File: src/rtl/ser_pkg.sv
// Shared definitions for the parametrised serial receiver/transmitter family:
// parity modes, receive FSM states, per-entry flag layout and the baud divisor.
package ser_pkg;

    localparam int unsigned PAR_NONE = 0;
    localparam int unsigned PAR_ODD  = 1;
    localparam int unsigned PAR_EVEN = 2;

    typedef enum logic [2:0] {
        S_IDLE,
        S_START,
        S_DATA,
        S_PARITY,
        S_STOP,
        S_WAIT_HIGH
    } rx_state_e;

    // Error flags stored above the data field of every FIFO entry
    typedef struct packed {
        logic brk;
        logic ferr;
        logic perr;
    } rx_flags_t;

    // round(clk_hz / (baud * ovs)), never below 1
    function automatic int unsigned baud_div(input int unsigned clk_hz,
                                             input int unsigned baud,
                                             input int unsigned ovs);
        longint unsigned den;
        longint unsigned q;
        den = 64'(baud) * 64'(ovs);
        q   = (64'(clk_hz) + den / 64'd2) / den;
        return (q == 64'd0) ? 32'd1 : 32'(q);
    endfunction

endpackage

File: src/rtl/ser_sync_fifo.sv
// Generic synchronous show-ahead FIFO: the head entry is always on pop_data.
// A push while full is accepted only when a pop happens in the same cycle.
module ser_sync_fifo #(
    parameter int unsigned WIDTH = 8,
    parameter int unsigned DEPTH = 16
) (
    input  logic                     clk,
    input  logic                     rst_n,
    input  logic                     push,
    input  logic [WIDTH-1:0]         push_data,
    output logic                     full,
    input  logic                     pop,
    output logic [WIDTH-1:0]         pop_data,
    output logic                     empty,
    output logic [$clog2(DEPTH):0]   count
);
    localparam int unsigned AW = $clog2(DEPTH);
    localparam int unsigned CW = AW + 1;

    logic [WIDTH-1:0] mem [DEPTH];
    logic [AW-1:0]    wr_ptr;
    logic [AW-1:0]    rd_ptr;
    logic             do_push;
    logic             do_pop;
    logic [CW-1:0]    count_nxt;

    assign do_pop  = pop && !empty;
    assign do_push = push && (!full || do_pop);

    always_comb begin
        count_nxt = count;
        if (do_push && !do_pop) begin
            count_nxt = count + 1'b1;
        end else if (do_pop && !do_push) begin
            count_nxt = count - 1'b1;
        end
    end

    // Pointers wrap naturally because DEPTH is a power of two
    always_ff @(posedge clk) begin
        if (!rst_n) begin
            wr_ptr <= '0;
            rd_ptr <= '0;
            count  <= '0;
            full   <= 1'b0;
            empty  <= 1'b1;
            for (int unsigned i = 0; i < DEPTH; i++) begin
                mem[i] <= '0;
            end
        end else begin
            if (do_push) begin
                mem[wr_ptr] <= push_data;
                wr_ptr      <= wr_ptr + 1'b1;
            end
            if (do_pop) begin
                rd_ptr <= rd_ptr + 1'b1;
            end
            count <= count_nxt;
            full  <= (count_nxt == CW'(DEPTH));
            empty <= (count_nxt == '0);
        end
    end

    assign pop_data = mem[rd_ptr];

endmodule

File: src/rtl/ser_rx_fifo.sv
// Oversampled serial receiver with majority-vote bit detection, parity/framing/
// break reporting and a show-ahead receive FIFO drained through a valid/ready port.
module ser_rx_fifo
    import ser_pkg::*;
#(
    parameter int unsigned CLK_HZ     = 25000000,
    parameter int unsigned BAUD       = 57600,
    parameter int unsigned OVERSAMPLE = 16,
    parameter int unsigned DATA_BITS  = 8,
    parameter int unsigned PARITY     = 0,
    parameter int unsigned STOP_BITS  = 1,
    parameter int unsigned FIFO_DEPTH = 16
) (
    input  logic                          pixclk,
    input  logic                          rst_n,
    input  logic                          serialrx,
    output logic [DATA_BITS-1:0]          rd_data,
    output logic                          rd_perr,
    output logic                          rd_ferr,
    output logic                          rd_break,
    output logic                          rd_valid,
    input  logic                          rd_ready,
    output logic [$clog2(FIFO_DEPTH):0]   fifo_count,
    output logic                          overrun,
    input  logic                          ovr_clr,
    output logic                          busy
);
    localparam int unsigned DIV     = baud_div(CLK_HZ, BAUD, OVERSAMPLE);
    localparam int unsigned DIV_W   = (DIV > 1) ? $clog2(DIV) : 1;
    localparam int unsigned S_W     = $clog2(OVERSAMPLE);
    localparam int unsigned ENTRY_W = DATA_BITS + 3;
    localparam logic [S_W-1:0] SMP_A = S_W'(OVERSAMPLE / 2 - 1);
    localparam logic [S_W-1:0] SMP_B = S_W'(OVERSAMPLE / 2);
    localparam logic [S_W-1:0] SMP_C = S_W'(OVERSAMPLE / 2 + 1);
    localparam logic [S_W-1:0] S_END = S_W'(OVERSAMPLE - 1);

    rx_state_e            state;
    logic                 rx_meta;
    logic                 rxs;
    logic [DIV_W-1:0]     tick_cnt;
    logic [S_W-1:0]       s_cnt;
    logic                 v0;
    logic                 v1;
    logic [2:0]           bit_idx;
    logic [DATA_BITS-1:0] shreg;
    logic                 perr_q;
    logic                 ferr_q;
    logic                 any_one;
    logic                 stop_idx;
    logic                 hi_seen;
    logic                 push_q;
    logic [ENTRY_W-1:0]   push_data_q;
    logic [ENTRY_W-1:0]   head;
    rx_flags_t            head_flags;
    logic                 fifo_full;
    logic                 fifo_empty;
    logic                 tick_c;
    logic                 vote_c;
    logic                 mid_c;
    logic                 end_c;
    logic                 brk_c;
    logic                 pop_c;

    always_ff @(posedge pixclk) begin
        if (!rst_n) begin
            rx_meta <= 1'b1;
            rxs     <= 1'b1;
        end else begin
            rx_meta <= serialrx;
            rxs     <= rx_meta;
        end
    end

    // Sample tick; restarted on the start edge so sampling is phase-aligned to it
    assign tick_c = (tick_cnt == DIV_W'(DIV - 1));

    always_ff @(posedge pixclk) begin
        if (!rst_n) begin
            tick_cnt <= '0;
        end else if (((state == S_IDLE) && !rxs) || tick_c) begin
            tick_cnt <= '0;
        end else begin
            tick_cnt <= tick_cnt + 1'b1;
        end
    end

    assign vote_c = (v0 & v1) | (v0 & rxs) | (v1 & rxs);
    assign mid_c  = tick_c && (s_cnt == SMP_C);
    assign end_c  = tick_c && (s_cnt == S_END);
    // Break needs every bit up to and including the first stop bit at 0
    assign brk_c  = !any_one && (stop_idx || !vote_c);

    always_ff @(posedge pixclk) begin
        if (!rst_n) begin
            state       <= S_IDLE;
            s_cnt       <= '0;
            v0          <= 1'b1;
            v1          <= 1'b1;
            bit_idx     <= '0;
            shreg       <= '0;
            perr_q      <= 1'b0;
            ferr_q      <= 1'b0;
            any_one     <= 1'b0;
            stop_idx    <= 1'b0;
            hi_seen     <= 1'b0;
            busy        <= 1'b0;
            push_q      <= 1'b0;
            push_data_q <= '0;
        end else begin
            push_q <= 1'b0;
            if (tick_c) begin
                s_cnt <= (s_cnt == S_END) ? '0 : s_cnt + 1'b1;
                if (s_cnt == SMP_A) v0 <= rxs;
                if (s_cnt == SMP_B) v1 <= rxs;
            end
            case (state)
                S_IDLE: begin
                    if (!rxs) begin
                        state    <= S_START;
                        busy     <= 1'b1;
                        s_cnt    <= '0;
                        bit_idx  <= '0;
                        perr_q   <= 1'b0;
                        ferr_q   <= 1'b0;
                        any_one  <= 1'b0;
                        stop_idx <= 1'b0;
                    end
                end
                S_START: begin
                    if (mid_c && vote_c) begin
                        state <= S_IDLE;
                        busy  <= 1'b0;
                    end else if (end_c) begin
                        state <= S_DATA;
                    end
                end
                S_DATA: begin
                    if (mid_c) begin
                        shreg <= {vote_c, shreg[DATA_BITS-1:1]};
                        if (vote_c) any_one <= 1'b1;
                    end
                    if (end_c) begin
                        if (bit_idx == 3'(DATA_BITS - 1)) begin
                            bit_idx <= '0;
                            state   <= (PARITY != PAR_NONE) ? S_PARITY : S_STOP;
                        end else begin
                            bit_idx <= bit_idx + 1'b1;
                        end
                    end
                end
                S_PARITY: begin
                    if (mid_c) begin
                        perr_q <= (^{shreg, vote_c}) != (PARITY == PAR_ODD);
                        if (vote_c) any_one <= 1'b1;
                    end
                    if (end_c) state <= S_STOP;
                end
                S_STOP: begin
                    if (mid_c) begin
                        if (!vote_c) ferr_q <= 1'b1;
                        if (vote_c && !stop_idx) any_one <= 1'b1;
                        if (stop_idx == 1'(STOP_BITS - 1)) begin
                            push_q      <= 1'b1;
                            push_data_q <= {brk_c, ferr_q | !vote_c, perr_q, shreg};
                            if (vote_c) begin
                                state <= S_IDLE;
                                busy  <= 1'b0;
                            end else begin
                                state   <= S_WAIT_HIGH;
                                hi_seen <= 1'b0;
                            end
                        end
                    end
                    if (end_c) stop_idx <= 1'b1;
                end
                S_WAIT_HIGH: begin
                    // Leave only after the line has stayed high across a whole tick
                    if (!rxs) begin
                        hi_seen <= 1'b0;
                    end else if (tick_c) begin
                        if (hi_seen) begin
                            state <= S_IDLE;
                            busy  <= 1'b0;
                        end else begin
                            hi_seen <= 1'b1;
                        end
                    end
                end
                default: begin
                    state <= S_IDLE;
                    busy  <= 1'b0;
                end
            endcase
        end
    end

    assign rd_valid = !fifo_empty;
    assign pop_c    = rd_valid && rd_ready;

    // Sticky overrun; a drop in the same cycle as ovr_clr wins
    always_ff @(posedge pixclk) begin
        if (!rst_n) begin
            overrun <= 1'b0;
        end else if (push_q && fifo_full && !pop_c) begin
            overrun <= 1'b1;
        end else if (ovr_clr) begin
            overrun <= 1'b0;
        end
    end

    ser_sync_fifo #(
        .WIDTH (ENTRY_W),
        .DEPTH (FIFO_DEPTH)
    ) u_fifo (
        .clk       (pixclk),
        .rst_n     (rst_n),
        .push      (push_q),
        .push_data (push_data_q),
        .full      (fifo_full),
        .pop       (rd_ready),
        .pop_data  (head),
        .empty     (fifo_empty),
        .count     (fifo_count)
    );

    assign head_flags = head[ENTRY_W-1:DATA_BITS];
    assign rd_data    = head[DATA_BITS-1:0];
    assign rd_perr    = head_flags.perr;
    assign rd_ferr    = head_flags.ferr;
    assign rd_break   = head_flags.brk;

endmodule
File: config.mk
export PLATFORM = sky130hd
export DESIGN_NAME = ser_rx_fifo
export DESIGN_NICKNAME = d
export VERILOG_FILES = /design/src/rtl/ser_pkg.sv /design/src/rtl/ser_sync_fifo.sv /design/src/rtl/ser_rx_fifo.sv
export SDC_FILE = /design/constraint.sdc
export NUM_CORES = 1
export LEC_CHECK = 0
export BUFFER_PORTS_ARGS = -buffer_cell sky130_fd_sc_hd__clkbuf_2
export CORE_MARGIN = 2
export CORE_UTILIZATION = 55
export DETAILED_ROUTE_END_ITERATION = 12
export PLACE_DENSITY = 0.81
export SKIP_LAST_GASP = 1
export SLEW_MARGIN = 20
export SYNTH_ARGS = -nofsm -noshare
export SYNTH_HDL_FRONTEND = slang
export SYNTH_SLANG_ARGS = --single-unit
File: constraint.sdc
create_clock -name pixclk -period 3.16 [get_ports pixclk]
set_clock_uncertainty 0.05 [all_clocks]
set_input_delay 0.632 -clock pixclk [delete_from_list [all_inputs] [get_ports pixclk]]
set_output_delay 0.632 -clock pixclk [all_outputs]
set_load 0.005 [all_outputs]
==> qor.csv <==
stage,metric,value,unit
run_status,status,completed,
synthesis,synthesized area per cell,13.6,um^2
synthesis,Syn Inst Count,810,
pwr,Clock power frac,0.393,
clock_tree,Root Buffer,clkbuf_16,
final_layout,antenna cells,0,
final_layout,Layout area overhead,12.9,%
critical_path,most frequent CP cell,mux4_2,
flow_run,max_cap viols,0,
detailed_routing,antenna-violating nets left,0,
critical_path,critical path type,flip-flop to output port,
timing,fmax,321,MHz
detailed_routing,post-DR vias/cell,5.96,
detailed_routing,DR WL/cell,23.3,um
synthesis,Post-Syn Area,11000,um^2
clock_tree,CTS buffer count,26,
timing,final setup fails,0,
synthesis,prevailing post-synth register cell,edfxtp_1,
global_route,pin count of the biggest net entering global routing,45,
pwr,internal power,5870,uW
hold_path,Worst Hold Class,input port to flip-flop,
clock_tree,clock insertion delay at the later pin of the skew report,0.52,ns
placed_design,Placement Setup Slack,0.582,ns
clock_tree,H-Tree Depth,1,
synthesis,Yosys cell types,58,
pwr,Gate power share,0.124,
die,die area,21100,um^2
critical_path,CP cell instances,buf_16 -> mux4_2 -> mux4_2 -> clkbuf_2,
pwr,NetSw,1780,uW
final_layout,"Design Area, Final",12400,um^2
clock_tree,clk sinks,241,
clock_tree,clock-pin slew on the worst setup and hold paths,0.06,ns
placed_design,IO buf count,23,
synthesis,Post-synth EDFFs,176,
critical_path,cell with the largest stage delay on the worst path,mux4_2,
final_layout,ratio of cells with drive above 1 in the final layout,0.201,
global_route,global-route wire length before repair,40.4,mm
pwr,sequential share of power,0.483,
placed_design,Placed Area,11500,um^2
pwr,leakage power,0.00439,uW
synthesis,largest family of logic cells by synthesized area,simple AND/OR/NAND/NOR gates,
die,CORE AREA,19500,um^2
pwr,Switching Fraction,0.233,
critical_path,Worst path max stage delay,0.57,ns
synthesis,Post-Syn Nets,829,
die,Chip Width,145,um
die,IO Count,24,
synthesis,post-synthesis compound-gate area fraction,0.0340,
timing,final period utilization,0.986,
die,initial core utilization,0.563,
placed_design,post-detail-place hpwl,16.3,mm
global_route,GR Util All Layers,0.254,
global_route,initial antenna violation count,0,
pwr,Max VDD drop,497,uV
detailed_routing,DRT iter0 DRCs,590,
detailed_routing,DRT Pass-1 Iters,4,
global_route,gr ovfl total,0,
timing,Worst Slack Setup Final,0.0442,ns
detailed_routing,DRT Wirelength,26.4,mm
timing,Final Hold Fails,0,
synthesis,synthesized flop and latch total,241,
critical_path,"Max FO, Critical Path",22,
timing,Final Critical Period,3.12,ns
clock_tree,clock buffer depth,3,
timing,actual slew at the worst max-slew pin,0.892,ns
global_route,vias in the first global route,6869,
final_layout,Final Util,0.636,
timing,relative max-transition margin,0.405,
final_layout,Final nets,870,
die,die height,145,um
synthesis,adder-cell share of the synthesized area,0.0169,
synthesis,Async SR Flop Fraction,0,
synthesis,sequential share of the synthesized area,0.599,
critical_path,crit path capture type,output port,
timing,TNS Setup,0,ns
die,num rows,51,
synthesis,Syn. warnings,0,
critical_path,CP required,2.48,ns
synthesis,Synth Area in Simple Gates,0.173,
placed_design,GP Congestion,0.847,
critical_path,critical path arrival,2.43,ns
timing,RSZ-0062 raised after global routing,no,
timing,Final Max Slew Viols,0,
clock_tree,CTS tree,built,
pwr,Pwr per Cell Area,616,nW/um^2
detailed_routing,routed vias,6768,
detailed_routing,post-route DRC violation count,0,
synthesis,proportion of synthesized area in mux cells,0.131,
critical_path,Startpoint Class,flip-flop,
synthesis,Post-Synth XOR/XNOR Area,0.0175,
final_layout,fill cell count,1419,
==> repair_timing <==
item | in CTS | in global routing
setup buffers | 0 | 0
gates resized for setup | 1 | 1
hold buffers | 0 | 0
setup endpoints to repair | 1 | 6
cloned | 1 | 0
==> Yosys cell counts (all sizes together), types with 2 or more instances <==
master  number  share of area
and2       184           0.10
edfxtp     176           0.48
dfxtp       65           0.12
nor2        65          0.022
mux4        55           0.11
clkbuf      39          0.014
nand2       22         0.0075
mux2i       20          0.018
o21ai       19         0.0086
buf         18          0.011
a21oi       14         0.0067
ha          14          0.016
inv         13         0.0044
nand3       12         0.0073
xnor2       12         0.0096
nand2b      11         0.0069
xor2        10         0.0080
nor3         9         0.0050
nand4        6         0.0034
nor2b        4         0.0023
a311oi       3         0.0030
and3         3         0.0017
nand4b       3         0.0024
o31ai        3         0.0020
a31oi        2         0.0011
and4         2         0.0016
and4b        2         0.0018
nor4b        2         0.0016
o211a        2         0.0018
o21bai       2         0.0014
o22ai        2         0.0011
==> layout by cell type, fill, tap and decap left out, drive strengths merged, types with 3 or more instances in the layout <==
master	Yosys	routed
inv	13	14
mux2i	20	20
buf	18	47
clkinv	0	8
nand3	12	12
nand2b	11	11
nor3	9	9
edfxtp	176	176
ha	14	14
nand4	6	6
o31ai	3	3
and3	3	3
nor2	65	65
nor2b	4	4
xnor2	12	12
clkbuf	39	58
dfxtp	65	65
a311oi	3	3
and2	184	184
mux4	55	55
xor2	10	10
o21ai	19	19
bufinv	0	3
nand2	22	22
a21oi	14	14
nand4b	3	3
==> worst paths after layout <==
kind                             startpoint              to  slack (ns)  cells past startpoint
worst max-delay path              flip-flop      rd_data[3]        0.04                      4
worst min-delay path               serialrx         rx_meta        0.25                      2
worst max register to register  tick_cnt[0]  push_data_q[5]        0.79                      6
worst min register to register      rx_meta             rxs        0.36                      1
==> metrics by stage <==
| stage | power [uW] | std cells | hold slack [ns] |
|---|---|---|---|
| 2_1_floorplan | 4420 | 810 | 0.336 |
| 3_3_place_gp | 4620 | 1087 | 0.340 |
| 3_5_place_dp | 4660 | 1087 | 0.350 |
| 4_1_cts | 7690 | 1135 | 0.231 |
| 5_1_grt | 7910 | 1135 | 0.247 |
| 6_report | 7650 | 1135 | 0.245 |
==> layout make-up <==
class,instances,area (um^2),area share
multi-input combinational,499,4090,0.329
sequential,241,6590,0.531
timing repair buffer,70,520,0.0419
inverter,13,48.8,0.00393
clock inverter,12,133,0.0107
tap,265,332,0.0267
clock buffer,35,706,0.0568
==> routing by layer <==
| layer | global-route usage | part of all wire |
|---|---|---|
| met3 | 0.0533 | 0.093 |
| met2 | 0.416 | 0.49 |
| met5 | 0 | 0 |
| met1 | 0.336 | 0.38 |
| met4 | 0.0975 | 0.040 |
==> cell families (layout without fill, tap and decap cells) <==
family | Yosys count | after routing
flops | 241 | 241
mux | 75 | 75
fa+ha+maj | 15 | 15
xor+xnor | 22 | 22
simple gates | 331 | 331
compound gates | 56 | 56
buf+inv | 70 | 130
==> worst max-delay path: cells and delay by family (launching register included) <==
family | cells | cell delay [ns]
buf+inv | 2 | 0.37
flops | 1 | 0.44
mux | 2 | 1.07
==> power by group through the flow <==
stage	combinational [uW]	sequential, uW	clock [uW]
2_1_floorplan	734	3690	0
3_3_place_gp	885	3740	0
3_5_place_dp	915	3750	0
4_1_cts	966	3690	3040
5_1_grt	1030	3710	3160
6_report	948	3690	3010
==> sequential cells by signal (all words and copies together) (netlist names), 3 cells and up, named ones only <==
register,cells
bit_idx,3
u_fifo.count,5
u_fifo.mem,176
shreg,8
push_data_q,11
u_fifo.wr_ptr,4
u_fifo.rd_ptr,4
s_cnt,4
tick_cnt,5
state,3
No activity file was read; power rests on OpenSTA's default activity.
